$ cat src/rtl/rv_pkg.sv
// Shared types for the RV32 decode stage: op classes, opcode constants,
// the decoded-bundle struct and immediate extraction helpers.
package rv_pkg;

  localparam int RV_XLEN = 32;

  typedef enum logic [2:0] {
    OP_ADD  = 3'd0,
    OP_ADDI = 3'd1,
    OP_LW   = 3'd2,
    OP_SW   = 3'd3,
    OP_BEQ  = 3'd4,
    OP_JAL  = 3'd5,
    OP_ILL  = 3'd6
  } op_e;

  localparam logic [6:0] OPC_OP     = 7'b0110011;
  localparam logic [6:0] OPC_OPIMM  = 7'b0010011;
  localparam logic [6:0] OPC_LOAD   = 7'b0000011;
  localparam logic [6:0] OPC_STORE  = 7'b0100011;
  localparam logic [6:0] OPC_BRANCH = 7'b1100011;
  localparam logic [6:0] OPC_JAL    = 7'b1101111;

  typedef struct packed {
    op_e                op;
    logic [4:0]         rd;
    logic [4:0]         rs1;
    logic [4:0]         rs2;
    logic [RV_XLEN-1:0] imm;
    logic               we;
    logic               illegal;
  } dec_t;

  // All immediates sign-extend from instr[31]
  function automatic logic [RV_XLEN-1:0] imm_i(input logic [31:0] instr);
    return {{20{instr[31]}}, instr[31:20]};
  endfunction

  function automatic logic [RV_XLEN-1:0] imm_s(input logic [31:0] instr);
    return {{20{instr[31]}}, instr[31:25], instr[11:7]};
  endfunction

  function automatic logic [RV_XLEN-1:0] imm_b(input logic [31:0] instr);
    return {{19{instr[31]}}, instr[31], instr[7], instr[30:25], instr[11:8], 1'b0};
  endfunction

  function automatic logic [RV_XLEN-1:0] imm_j(input logic [31:0] instr);
    return {{11{instr[31]}}, instr[31], instr[19:12], instr[20], instr[30:21], 1'b0};
  endfunction

endpackage

$ cat src/rtl/rv_id_stage_if.sv
// IF->ID fetch handshake and ID->EX decoded-bundle handshake.
// slave is the decode stage side, master is the IF/EX environment side.
interface rv_id_stage_if #(parameter int XLEN = 32);
  import rv_pkg::*;

  logic            if_valid;
  logic            if_ready;
  logic [XLEN-1:0] if_pc;
  logic [31:0]     if_instr;

  logic            id_valid;
  logic            id_ready;
  logic [XLEN-1:0] id_pc;
  op_e             id_op;
  logic [4:0]      id_rd;
  logic [4:0]      id_rs1;
  logic [4:0]      id_rs2;
  logic [XLEN-1:0] id_imm;
  logic            id_we;
  logic            id_illegal;

  modport slave (
    input  if_valid, if_pc, if_instr, id_ready,
    output if_ready, id_valid, id_pc, id_op, id_rd, id_rs1, id_rs2,
           id_imm, id_we, id_illegal
  );

  modport master (
    output if_valid, if_pc, if_instr, id_ready,
    input  if_ready, id_valid, id_pc, id_op, id_rd, id_rs1, id_rs2,
           id_imm, id_we, id_illegal
  );

endinterface

$ cat src/rtl/rv_instr_decode.sv
// Purely combinational RV32 subset decoder (ADD/ADDI/LW/SW/BEQ/JAL).
// Kept standalone so a disassembler or tracer can reuse it.
module rv_instr_decode
  import rv_pkg::*;
(
  input  logic [31:0] instr_i,
  output dec_t        dec_o
);

  logic [6:0] opcode;
  logic [2:0] funct3;
  logic [6:0] funct7;
  logic [4:0] rd_f;
  logic [4:0] rs1_f;
  logic [4:0] rs2_f;

  assign opcode = instr_i[6:0];
  assign rd_f   = instr_i[11:7];
  assign funct3 = instr_i[14:12];
  assign rs1_f  = instr_i[19:15];
  assign rs2_f  = instr_i[24:20];
  assign funct7 = instr_i[31:25];

  // Fields not used by a format are forced to zero; rd==x0 never writes
  always_comb begin
    dec_o         = '0;
    dec_o.op      = OP_ILL;
    dec_o.illegal = 1'b1;
    if (opcode == OPC_OP && funct3 == 3'b000 && funct7 == 7'b0000000) begin
      dec_o.op      = OP_ADD;
      dec_o.illegal = 1'b0;
      dec_o.rd      = rd_f;
      dec_o.rs1     = rs1_f;
      dec_o.rs2     = rs2_f;
      dec_o.we      = (rd_f != 5'd0);
    end else if ((opcode == OPC_OPIMM && funct3 == 3'b000) ||
                 (opcode == OPC_LOAD && funct3 == 3'b010)) begin
      dec_o.op      = (opcode == OPC_OPIMM) ? OP_ADDI : OP_LW;
      dec_o.illegal = 1'b0;
      dec_o.rd      = rd_f;
      dec_o.rs1     = rs1_f;
      dec_o.imm     = imm_i(instr_i);
      dec_o.we      = (rd_f != 5'd0);
    end else if (opcode == OPC_STORE && funct3 == 3'b010) begin
      dec_o.op      = OP_SW;
      dec_o.illegal = 1'b0;
      dec_o.rs1     = rs1_f;
      dec_o.rs2     = rs2_f;
      dec_o.imm     = imm_s(instr_i);
    end else if (opcode == OPC_BRANCH && funct3 == 3'b000) begin
      dec_o.op      = OP_BEQ;
      dec_o.illegal = 1'b0;
      dec_o.rs1     = rs1_f;
      dec_o.rs2     = rs2_f;
      dec_o.imm     = imm_b(instr_i);
    end else if (opcode == OPC_JAL) begin
      dec_o.op      = OP_JAL;
      dec_o.illegal = 1'b0;
      dec_o.rd      = rd_f;
      dec_o.imm     = imm_j(instr_i);
      dec_o.we      = (rd_f != 5'd0);
    end
  end

endmodule

$ cat src/rtl/rv_id_stage.sv
// RV32 decode stage: decodes IF beats and holds them in a 2-entry FIFO toward EX.
// Optional RV_ID_PERF_CNT_EN adds emitted/illegal bundle counters.
module rv_id_stage
  import rv_pkg::*;
#(
  parameter int XLEN  = 32,
  parameter int DEPTH = 2
) (
  input  logic             clk,
  input  logic             reset,
  input  logic             flush,
  rv_id_stage_if.slave     bus
`ifdef RV_ID_PERF_CNT_EN
  ,
  output logic [31:0]      perf_decoded,
  output logic [31:0]      perf_illegal
`endif
);

  dec_t            dec_in;
  logic [XLEN-1:0] pc_q  [DEPTH];
  dec_t            dec_q [DEPTH];
  logic [1:0]      count_q, count_d;
  logic            head_q, head_d;
  logic            tail;
  logic            accept;
  logic            emit;
  logic            push;

  rv_instr_decode u_decode (
    .instr_i (bus.if_instr),
    .dec_o   (dec_in)
  );

  assign bus.if_ready = (count_q != 2'd2);
  assign bus.id_valid = (count_q != 2'd0);
  assign accept       = bus.if_valid && bus.if_ready;
  assign emit         = bus.id_valid && bus.id_ready;
  assign push         = accept && !flush;
  assign tail         = head_q ^ count_q[0];

  // Flush drops everything still buffered, but an emit in the same cycle has
  // already been sampled by EX so the head still advances.
  always_comb begin
    head_d  = head_q ^ emit;
    count_d = count_q + {1'b0, accept} - {1'b0, emit};
    if (flush) begin
      count_d = 2'd0;
    end
  end

  always_ff @(posedge clk) begin
    if (!reset) begin
      count_q <= 2'd0;
      head_q  <= 1'b0;
    end else begin
      count_q <= count_d;
      head_q  <= head_d;
    end
  end

  always_ff @(posedge clk) begin
    if (push) begin
      pc_q[tail]  <= bus.if_pc;
      dec_q[tail] <= dec_in;
    end
  end

  // Outputs are forced to zero while the buffer is empty
  always_comb begin
    bus.id_pc      = '0;
    bus.id_op      = OP_ADD;
    bus.id_rd      = '0;
    bus.id_rs1     = '0;
    bus.id_rs2     = '0;
    bus.id_imm     = '0;
    bus.id_we      = 1'b0;
    bus.id_illegal = 1'b0;
    if (bus.id_valid) begin
      bus.id_pc      = pc_q[head_q];
      bus.id_op      = dec_q[head_q].op;
      bus.id_rd      = dec_q[head_q].rd;
      bus.id_rs1     = dec_q[head_q].rs1;
      bus.id_rs2     = dec_q[head_q].rs2;
      bus.id_imm     = dec_q[head_q].imm;
      bus.id_we      = dec_q[head_q].we;
      bus.id_illegal = dec_q[head_q].illegal;
    end
  end

`ifdef RV_ID_PERF_CNT_EN
  logic [31:0] perf_dec_q;
  logic [31:0] perf_ill_q;

  // Counters survive flush; only reset clears them
  always_ff @(posedge clk) begin
    if (!reset) begin
      perf_dec_q <= '0;
      perf_ill_q <= '0;
    end else if (emit) begin
      perf_dec_q <= perf_dec_q + 32'd1;
      if (bus.id_illegal) begin
        perf_ill_q <= perf_ill_q + 32'd1;
      end
    end
  end

  assign perf_decoded = perf_dec_q;
  assign perf_illegal = perf_ill_q;
`endif

endmodule

$ cat src/flat_wrapper.sv
// flat-port wrapper written by rule: the top's interface ports become plain ports
module rv_id_stage_flat import rv_pkg::*;
#(
  parameter int XLEN  = 32,
  parameter int DEPTH = 2
)
  (clk, reset, flush, bus_if_valid, bus_if_pc, bus_if_instr, bus_id_ready, bus_if_ready, bus_id_valid, bus_id_pc, bus_id_op, bus_id_rd, bus_id_rs1, bus_id_rs2, bus_id_imm, bus_id_we, bus_id_illegal);
  rv_id_stage_if #(.XLEN(XLEN)) bus_i ();
  input  logic clk;
  input  logic reset;
  input  logic flush;
  input wire logic [$bits(bus_i.if_valid)-1:0] bus_if_valid;
  input wire logic [$bits(bus_i.if_pc)-1:0] bus_if_pc;
  input wire logic [$bits(bus_i.if_instr)-1:0] bus_if_instr;
  input wire logic [$bits(bus_i.id_ready)-1:0] bus_id_ready;
  output wire logic [$bits(bus_i.if_ready)-1:0] bus_if_ready;
  output wire logic [$bits(bus_i.id_valid)-1:0] bus_id_valid;
  output wire logic [$bits(bus_i.id_pc)-1:0] bus_id_pc;
  output wire logic [$bits(bus_i.id_op)-1:0] bus_id_op;
  output wire logic [$bits(bus_i.id_rd)-1:0] bus_id_rd;
  output wire logic [$bits(bus_i.id_rs1)-1:0] bus_id_rs1;
  output wire logic [$bits(bus_i.id_rs2)-1:0] bus_id_rs2;
  output wire logic [$bits(bus_i.id_imm)-1:0] bus_id_imm;
  output wire logic [$bits(bus_i.id_we)-1:0] bus_id_we;
  output wire logic [$bits(bus_i.id_illegal)-1:0] bus_id_illegal;
  assign bus_i.if_valid = bus_if_valid;
  assign bus_i.if_pc = bus_if_pc;
  assign bus_i.if_instr = bus_if_instr;
  assign bus_i.id_ready = bus_id_ready;
  assign bus_if_ready = bus_i.if_ready;
  assign bus_id_valid = bus_i.id_valid;
  assign bus_id_pc = bus_i.id_pc;
  assign bus_id_op = bus_i.id_op;
  assign bus_id_rd = bus_i.id_rd;
  assign bus_id_rs1 = bus_i.id_rs1;
  assign bus_id_rs2 = bus_i.id_rs2;
  assign bus_id_imm = bus_i.id_imm;
  assign bus_id_we = bus_i.id_we;
  assign bus_id_illegal = bus_i.id_illegal;
  rv_id_stage #(.XLEN(XLEN), .DEPTH(DEPTH)) u_core (.clk(clk), .reset(reset), .flush(flush), .bus(bus_i));
endmodule
$ cat config.mk
export PLATFORM = sky130hd
export DESIGN_NAME = rv_id_stage_flat
export DESIGN_NICKNAME = d
export VERILOG_FILES = /design/src/rtl/rv_pkg.sv /design/src/rtl/rv_id_stage_if.sv /design/src/rtl/rv_instr_decode.sv /design/src/rtl/rv_id_stage.sv /design/src/flat_wrapper.sv
export SDC_FILE = /design/constraint.sdc
export NUM_CORES = 1
export LEC_CHECK = 0
export BUFFER_PORTS_ARGS = -buffer_cell sky130_fd_sc_hd__buf_4
export CAP_MARGIN = 10
export CORE_MARGIN = 2
export CORE_UTILIZATION = 45
export DETAILED_ROUTE_END_ITERATION = 10
export GPL_TIMING_DRIVEN = 0
export PLACE_DENSITY = 0.69
export RECOVER_POWER = 25
export SLEW_MARGIN = 10
export SYNTH_ARGS = -nofsm -noshare
export SYNTH_HDL_FRONTEND = slang
export SYNTH_SLANG_ARGS = --single-unit
export TNS_END_PERCENT = 100
$ cat constraint.sdc
create_clock -name clk -period 9.65 [get_ports clk]
set_clock_uncertainty 0.05 [all_clocks]
set_input_delay 1.4475 -clock clk [delete_from_list [all_inputs] [get_ports clk]]
set_output_delay 1.4475 -clock clk [all_outputs]
set_load 0.03 [all_outputs]
# Word level (Yosys, flattened, before mapping)
# Memory sizes are Yosys's and may differ from the RTL's. A register that Yosys moved wholly into a read port is not among the register bits.
# Cells that the tools add are included.
# word_totals
regBits,3
ramBits,168
out_inout_bits,86
word_cells,65
mem_count,2
# op_classes
n_addsub,2
eq_ne,8
n_mux,32
bitwise,3
reduce_logical,16
# mem_list
memory,words,width,read_ports,rd_clocked_by_memory_dff,write_ports,line_no,rtl
u_core.dec_q,2,52,1,1,1,rv_id_stage.sv:22,dec_t dec_q [DEPTH];
u_core.pc_q,2,32,1,1,1,rv_id_stage.sv:21,logic [XLEN-1:0] pc_q [DEPTH];
# op_table
operator,count
two-way mux 32 bit,4
two-way mux 34 bit,2
two-way mux 42 bit,1
two-way mux 5 bit,6
two-way mux 18 bit,1
"equality test 7 x 6 -> 1 bit, second input constant",2
"equality test 7 bit, second input constant",2
two-way mux 13 bit,1
two-way mux 1 bit,10
two-way mux 10 bit,1
logical AND 1 bit,9
"equality test 7 x 2 -> 1 bit, second input constant",1
"equality test 7 x 5 -> 1 bit, second input constant",1
logical NOT 7 bit,1
two-way mux 7 bit,1
two-way mux 2 bit,3
two-way mux 3 bit,2
nonzero test 5 bit,1
"equality test 3 x 2 -> 1 bit, second input constant",1
logical NOT 3 bit,1
adder 2 x 1 -> 2 bit,1
"!= test 2 bit, second input constant",1
nonzero test 2 bit,1
OR reduction 2 bit,1
5 further kinds,6

# Longest topological paths before layout
# Gate-level depths: netlist of the first run.
# depth
word_depth,6
ltp_mapped,9
mapped_depth_nobuf,9

# By module
# A second synthesis of the first run with hierarchy kept.
# unflattened
hier_cells,489
hier_area_um2,7343.3
# modules_own_cells
mod,n_inst,cells_per_inst,area_each_um2
rv_id_stage,1,381,6617.6
rv_instr_decode,1,108,725.7

# Worst setup path after synthesis of the first run
# Ideal clock, no wire load.
# synth_path
path_kind,input port to flip-flop
start,input bus_if_valid
end,memory u_core.dec_q[1][0] (netlist bit) (enable)
arrival_ns,6.863
t_required_ns,8.990
path_slack_ns,2.127
stages,2
cell_sequence,nand2_1 -> nor3b_1
# synth_between
elab_chain_cells,4
# synth_lines
item,line_no,rtl
"start, declared",flat_wrapper.sv:12,input wire logic [$bits(bus_i.if_valid)-1:0] bus_if_valid;
logical AND 1 bit,rv_id_stage.sv:37,assign accept = bus.if_valid && bus.if_ready;
logical AND 1 bit,rv_id_stage.sv:39,assign push = accept && !flush;
two-way mux 1 bit,rv_id_stage.sv:63,if (push) begin
two-way mux 1 bit (not written as such),rv_id_stage.sv:65,dec_q[tail] <= dec_in;
"end, declared",rv_id_stage.sv:22,
# No other way between the ends.

# Worst setup path after layout of the first run
# layout_path
start,register u_core.count_q[0]
end,output bus_id_imm[12]
# layout_between
elab_chain_cells,2
# layout_lines
item,line_no,rtl
"start, declared",rv_id_stage.sv:23,"logic [1:0] count_q, count_d;"
"start signal, assigned",rv_id_stage.sv:57,count_q <= count_d;
nonzero test 2 bit,rv_id_stage.sv:36,assign bus.id_valid = (count_q != 2'd0);
two-way mux 32 bit,rv_id_stage.sv:79,if (bus.id_valid) begin
"end, declared",flat_wrapper.sv:23,output wire logic [$bits(bus_i.id_imm)-1:0] bus_id_imm;
# No other way between the ends.

==> results of run 1 <==
==> cell usage after synthesis (4+ instances only) <==
cell,number,share of area [%]
a21o_1,8,0.93
edfxtp_1,146,68
nor2_1,80,4.6
dfxtp_1,4,1.2
a22o_1,4,0.54
buf_4,12,1.4
inv_1,6,0.35
a21oi_1,8,0.62
nor2b_1,7,0.67
and2_1,20,1.9
xor2_1,4,0.54
mux2i_1,73,11
clkbuf_1,8,0.46
buf_2,9,0.69
==> kinds of logic after synthesis <==
| kind of cell | after synthesis |
|---|---|
| multiplexers | 74 |
| buffers and inverters | 37 |
| flip-flops | 150 |
| AND/OR/NAND/NOR | 139 |
| XOR/XNOR | 6 |
| adder cells (fa/ha/maj) | 2 |
| AO/OA/AOI/OAI | 34 |
==> metal layers <==
layer,vias up,share of wire [%]
li1,1995,-
met1,1926,45
met2,150,46
met3,13,7.7
met4,0,1.2
met5,-,0
==> worst max path at each step <==
stage / to / slack (ps) / depth (start not counted)
after floorplan: u_core.dec_q[1][0] / 2130 / 2
after global placement: u_core.dec_q[1][19] / -820 / 3
after detailed placement: u_core.dec_q[1][19] / 6110 / 9
after CTS: bus_id_pc[26] / 5840 / 5
after global routing: bus_id_imm[12] / 5740 / 5
final: bus_id_imm[12] / 5920 / 5
==> critical path, stage by stage (launching register included) <==
cell,delay [ps]
dfxtp_1,330
nor2_1,140
clkbuf_1,570
clkbuf_1,450
nor2_1,130
buf_4,190
==> state kept, by name (all words and copies together), names as in the netlist, named ones only <==
name and flops:
u_core.count_q 2, u_core.dec_q 82, u_core.head_q 1, u_core.pc_q 64
==> power breakdown <==
group | internal, µW | switching (µW)
clock network | 403 | 239
registers | 747 | 7.20
logic | 108 | 171
==> area by class of cell <==
type / count / share of cell area (%)
repair buffers: 168 / 14.6
well taps: 180 / 2.64
multi-input cells: 255 / 21.2
inverters: 6 / 0.264
clock inverters: 9 / 1.48
plain buffers: 31 / 2.16
flip-flops and latches: 150 / 52.4
clock buffers: 22 / 5.21
==> cell usage in the layout, fill, tap and decap left out, types with 2 or more instances in the layout <==
cell type	count
dfxtp_1	4
edfxtp_1	146
xnor2_1	2
mux2i_1	73
o22ai_1	2
a22o_1	4
o21ai_0	2
nor2b_1	7
nand3_1	2
buf_2	9
buf_6	6
clkinvlp_4	2
and3_1	3
nand2_1	3
clkinv_1	2
nor3b_1	4
and3b_1	2
a21o_1	8
and2_0	2
nor2_2	2
clkbuf_1	22
a21oi_1	8
xor2_1	4
nor2_1	80
nor3_1	2
clkbuf_16	17
bufinv_16	3
and2_1	18
ha_1	2
inv_1	6
buf_4	139
clkbuf_4	28
nor4_1	2
==> through the flow <==
| step | std cells | hold slack [ps] | total power [µW] |
|---|---|---|---|
| after floorplan | 442 | 545 | 942 |
| after global placement | 774 | 565 | 1050 |
| after detailed placement | 790 | 580 | 1050 |
| after CTS | 821 | 594 | 1690 |
| after global routing | 821 | 630 | 1740 |
| final | 821 | 594 | 1670 |
==> impl_metrics.py, run 1 <==
metrics = {
    "cts": {
        "root_buffer": "clkbuf_16",
        "path_clk_slew_ps": 60,
        "cts_buffer_depth": 2,
        "numCtsBuffers": 17,
        "cts_tree": "done",
        "cts_hold_buf": 0,
        "cts.sinks": 150,
        "cts-htree-levels": 4,
        "cts_setup_buffers": 0,
        "clk_latency_ps": 410,
        "cts_resized": 0,
    },
    "die": {
        "die_area_um2": 15400,
        "fp.dieH_um": 124,
        "ios": 155,
        "die_w_um": 124,
        "rows": 43,
        "core_um2": 14000,
        "initial_core_util_pct": 46.4,
    },
    "placed_design": {
        "postPlaceCellArea_um2": 8000,
        "gp_congestion": 0.886,
        "hpwlAfterDp_um": 9960,
        "dp_slack_ps": 6110,
        "portBuffers": 152,
    },
    "critical_path": {
        "required_ps": 8150,
        "path_class": "flop to output pin",
        "critPathCaptureType": "output pin",
        "startpoint": "u_core.count_q[0]",
        "rr_worst_depth": 10,
        "rr_endpoint": "u_core.dec_q[1][34]",
        "ff2ff_setup_slack_ps": 6640,
        "critPathMaxFanout": 10,
        "cp-start-kind": "flop",
        "arrival_ps": 2230,
        "r2r_start": "u_core.count_q[0]",
    },
    "grt": {
        "grt_pass1_wl_um": 20300,
        "grt_max_degree": 17,
        "groute.layer.met3.usage_pct": 5.59,
        "grt.overflow.total": 0,
        "grtUsageMet1_pct": 23.9,
        "grt_pass1_vias": 3936,
        "grt_use_met2_pct": 28.1,
        "top_usage_layer": "met2",
        "antenna_found_initial": 0,
        "grtUsageTotal_pct": 18.0,
    },
    "finish": {
        "fillers": 1121,
        "seq_area_um2": 4460,
        "final_area_um2": 8520,
        "area_delta_synth_final_pct": 31.3,
        "post-route-util_pct": 60.9,
        "drive_above_1_share_pct": 34.9,
        "n_antenna_cell": 0,
        "multi_input_area_um2": 1810,
        "final_nets": 700,
    },
    "drt": {
        "drt-initial-drc-count": 291,
        "routed_wirelength_um": 13600,
        "avgRoutedWirePerCell_um": 16.6,
        "num_vias": 4084,
        "avgViaCountPerCell": 4.97,
        "post-route-drc-count": 0,
        "dr.pass1.iters": 4,
        "ant_nets": 0,
    },
    "timing": {
        "worst_slew_pin_slew_ps": 720,
        "slew_headroom_pct": 52.0,
        "fmax_mhz": 268,
        "post-route-period-util_pct": 38.6,
        "finalSetupViolations": 0,
        "grt_setup_unrepaired": "false",
        "setup_tns_ps": 0,
        "hold_violations": 0,
        "timing.final.ws_setup_ps": 5920,
        "period_needed_ps": 3730,
        "slew_viol_final": 0,
    },
    "yosys": {
        "synth_cell_types": 51,
        "ys_ff_latch": 150,
        "avgSynthCellArea_um2": 14.7,
        "synth_area_um2": 6490,
        "synthArstFlopShare_pct": 0,
        "yosysWarningCount": 0,
        "syn_nets": 513,
        "netlist_instances": 442,
        "synth_ff_type": "edfxtp_1",
        "synth_top_family_by_area": "multiplexers",
        "synth_fa_ha_area_share_pct": 0.386,
        "synthSimpleGateAreaFrac_pct": 11.2,
        "ys_seq_area_share_pct": 68.8,
        "synth_compound_area_share_pct": 4.18,
        "yosys-mux-area-fraction_pct": 11.4,
        "synth_edf_count": 146,
        "synth_xor_xnor_area_share_pct": 0.810,
    },
    "hold_path": {
        "hold_depth": 2,
        "hp-start": "u_core.head_q",
        "hold_class": "flop to flop",
    },
    "job": {
        "maxCapViolations": 0,
    },
    "status": {
        "status": "complete, no violations",
    },
    "power": {
        "power.density_nw_per_um2": 196,
        "vdd_drop_max_v": 0.000126,
        "leakage_uw": 0.00336,
    },
}
No activity file was read; power rests on OpenSTA's default activity.
==> run 2, diff against run 1 <==
- ABC_AREA: default -> 1
- clock period: 9.65 -> 3.45 ns (I/O delays scaled with it)
==> run 2 against run 1 <==
Register-to-register slack worse by 5500 ps; die area is 1.2% higher; non-clock buffer count is 5 lower; setup slack got worse by 5400 ps; first-iteration DRC count up 38%; routed wire length rose by 13%; critical endpoint is now bus_id_imm[29]; largest power group unchanged; highest routed layer unchanged.
==> impl_metrics.py, run 2 <==
metrics = {
    "drt": {
        "dr_wl_met2_um": 7530,
        "avgViaCountPerCell": 5.08,
        "num_vias": 5021,
        "avgRoutedWirePerCell_um": 15.5,
        "routed_wirelength_um": 15400,
        "top_layer": "met4",
        "dr.pass1.iters": 5,
        "met1_length_um": 6500,
        "wl_met3_um": 985,
        "ant_nets": 0,
        "post-route-drc-count": 0,
        "drt-initial-drc-count": 403,
    },
    "yosys": {
        "synthArstFlopShare_pct": 0,
        "synth_ff_type": "edfxtp_1",
        "netlist_top_cells_count": "199 x nand2_1, 146 x edfxtp_1, 75 x a21oi_1, 44 x inv_1, 33 x nor2_1",
        "netlist_instances": 617,
        "synth_edf_count": 146,
        "synth.most_common_cell": "nand2_1",
        "yosysWarningCount": 0,
        "synth_cell_types": 29,
        "syn_nets": 688,
        "ys_seq_area_share_pct": 67.9,
        "synth_area_leader_cell": "edfxtp_1",
        "synth_top_area_share_pct": 66.7,
        "synth_area_um2": 6570,
        "avgSynthCellArea_um2": 10.7,
        "synth_area_leaders": "edfxtp_1 67%, nand2_1 11%, a21oi_1 5.7%",
        "ys_ff_latch": 150,
    },
    "critical_path": {
        "cp_slowest_stage_delay_ps": 690,
        "required_ps": 2880,
        "cp-start-kind": "flop",
        "critPathCaptureType": "output pin",
        "cp_common_cell": "buf_4",
        "critPathMaxFanout": 12,
        "arrival_ps": 2360,
        "path_class": "flop to output pin",
        "crit_slowest_cell": "a21oi_1",
        "path_cells": "clkbuf_1 > nand2_1 > a21oi_1 > buf_4 > buf_4",
    },
    "power": {
        "leakage_uw": 0.00360,
        "p_seq_share_pct": 44.2,
        "comb_power_share_pct": 14.6,
        "netSwitchingPower_uw": 1180,
        "vdd_drop_max_v": 0.000333,
        "p_clk_share_pct": 41.3,
        "power.density_nw_per_um2": 557,
        "p_int_uw": 3600,
        "swShare_pct": 24.6,
    },
    "timing": {
        "timing.final.ws_setup_ps": 520,
        "period_needed_ps": 2930,
        "finalSetupViolations": 0,
        "fmax_mhz": 341,
        "slew_viol_final": 0,
        "setup_tns_ps": 0,
        "hold_violations": 0,
        "post-route-period-util_pct": 84.9,
        "slew_headroom_pct": 45.3,
        "worst_slew_pin_slew_ps": 821,
        "grt_setup_unrepaired": "false",
    },
    "cts": {
        "root_buffer": "clkbuf_16",
        "cts.sinks": 150,
        "cts_buffer_depth": 2,
        "cts_hold_buf": 0,
        "clk_latency_ps": 410,
        "cts_tree": "done",
        "cts_setup_buffers": 0,
        "numCtsBuffers": 17,
        "cts-htree-levels": 4,
        "cts_resized": 0,
        "path_clk_slew_ps": 60,
    },
    "finish": {
        "final_area_um2": 8580,
        "n_antenna_cell": 0,
        "largest-register": "u_core.dec_q",
        "largest_register_ffs": 82,
        "fillers": 1203,
        "drive_above_1_share_pct": 26.1,
        "final_nets": 865,
        "multi_input_area_um2": 1700,
        "final_common_cell": "nand2_1",
        "reg_top3": "u_core.dec_q x82, u_core.pc_q x64, u_core.count_q x2",
        "post-route-util_pct": 59.5,
        "seq_area_um2": 4460,
        "final_cell_mix": "200 x nand2_1, 146 x edfxtp_1, 132 x buf_4",
        "stdcell_count": 989,
        "area_delta_synth_final_pct": 30.6,
    },
    "placed_design": {
        "postPlaceCellArea_um2": 8050,
        "dp_slack_ps": 882,
        "placedCellCount": 959,
        "hpwlAfterDp_um": 11000,
        "portBuffers": 154,
        "gp_congestion": 0.893,
    },
    "status": {
        "status": "complete, no violations",
    },
    "hold_path": {
        "hold_class": "input port to flop",
    },
    "die": {
        "initial_core_util_pct": 45.6,
        "die_area_um2": 15600,
        "fp.dieH_um": 125,
        "die_w_um": 125,
        "ios": 155,
        "core_um2": 14400,
        "rows": 44,
    },
    "grt": {
        "grtUsageTotal_pct": 19.9,
        "grt.overflow.total": 0,
        "grt_max_degree": 29,
        "grt_pass1_wl_um": 24100,
        "grt_pass1_vias": 4816,
        "antenna_found_initial": 0,
    },
    "job": {
        "maxCapViolations": 0,
    },
}
run 2: cell types whose count changed in the layout (fill, tap and decap cells not counted), moves of 8 or more:
cell / change
nand2_1: +197
mux2i_1: -73
a21oi_1: +67
nor2_1: -44
inv_1: +38
nand3_1: +28
and2_1: -17
clkbuf_4: -10
a21o_1: -8
run 2: critical path: cells and delay by family, from the launching register on:
family	cells	cell delay, ps
buf+inv	3	830
simple gates	1	100
flops	1	340
compound gates	1	690
run 2: path summary, 6_finish.rpt:
| path | startpoint | to | slack (ps) | depth (start not counted) |
|---|---|---|---|---|
| max | flop | bus_id_imm[29] | 520 | 5 |
| min | bus_if_pc[26] | u_core.pc_q[0][26] | 260 | 1 |
| max reg2reg | u_core.count_q[0] | u_core.dec_q[0][20] | 1100 | 6 |
| min reg2reg | u_core.head_q | u_core.head_q | 520 | 3 |
run 2: area by class of cell:
| type | instances | share of cell area [%] |
|---|---|---|
| buffer | 36 | 2.22 |
| tap | 184 | 2.68 |
| sequential | 150 | 52.0 |
| inverter | 50 | 2.19 |
| timing repair buffer | 158 | 13.8 |
| clock buffer | 18 | 5.00 |
| multi-input combinational | 381 | 19.8 |
| clock inverter | 12 | 2.36 |
run 2: cell families (layout without fill, tap and decap cells):
| logic type | count (synthesis) | in the layout | share of synthesized area (%) |
|---|---|---|---|
| AND/OR/NAND/NOR | 294 | 294 | 19.1 |
| flip-flops | 150 | 150 | 67.9 |
| buffers and inverters | 86 | 274 | 5.86 |
| AO/OA/AOI/OAI | 82 | 82 | 6.30 |
| XOR/XNOR | 3 | 3 | 0.400 |
| adder cells (fa/ha/maj) | 2 | 2 | 0.381 |
run 2: metal layers:
layer / vias up / track usage, %
li1: 2419 / -
met1: 2372 / 25.8
met2: 203 / 33.1
met3: 27 / 3.91
met4: 0 / 7.71
met5: - / 0
run 2: power by group through the flow:
stage	registers (µW)	logic, µW	clock network, µW
floorplan	2150	401	0
global route	2120	756	2060
global placement	2160	680	0
CTS	2110	716	1990
detailed placement	2150	713	0
finish	2110	696	1970
run 2: through the flow:
step / hold slack (ps) / power, µW
finish: 260 / 4780
global route: 250 / 4930
detailed placement: 505 / 2860
global placement: 482 / 2840
CTS: 225 / 4820
floorplan: 463 / 2550
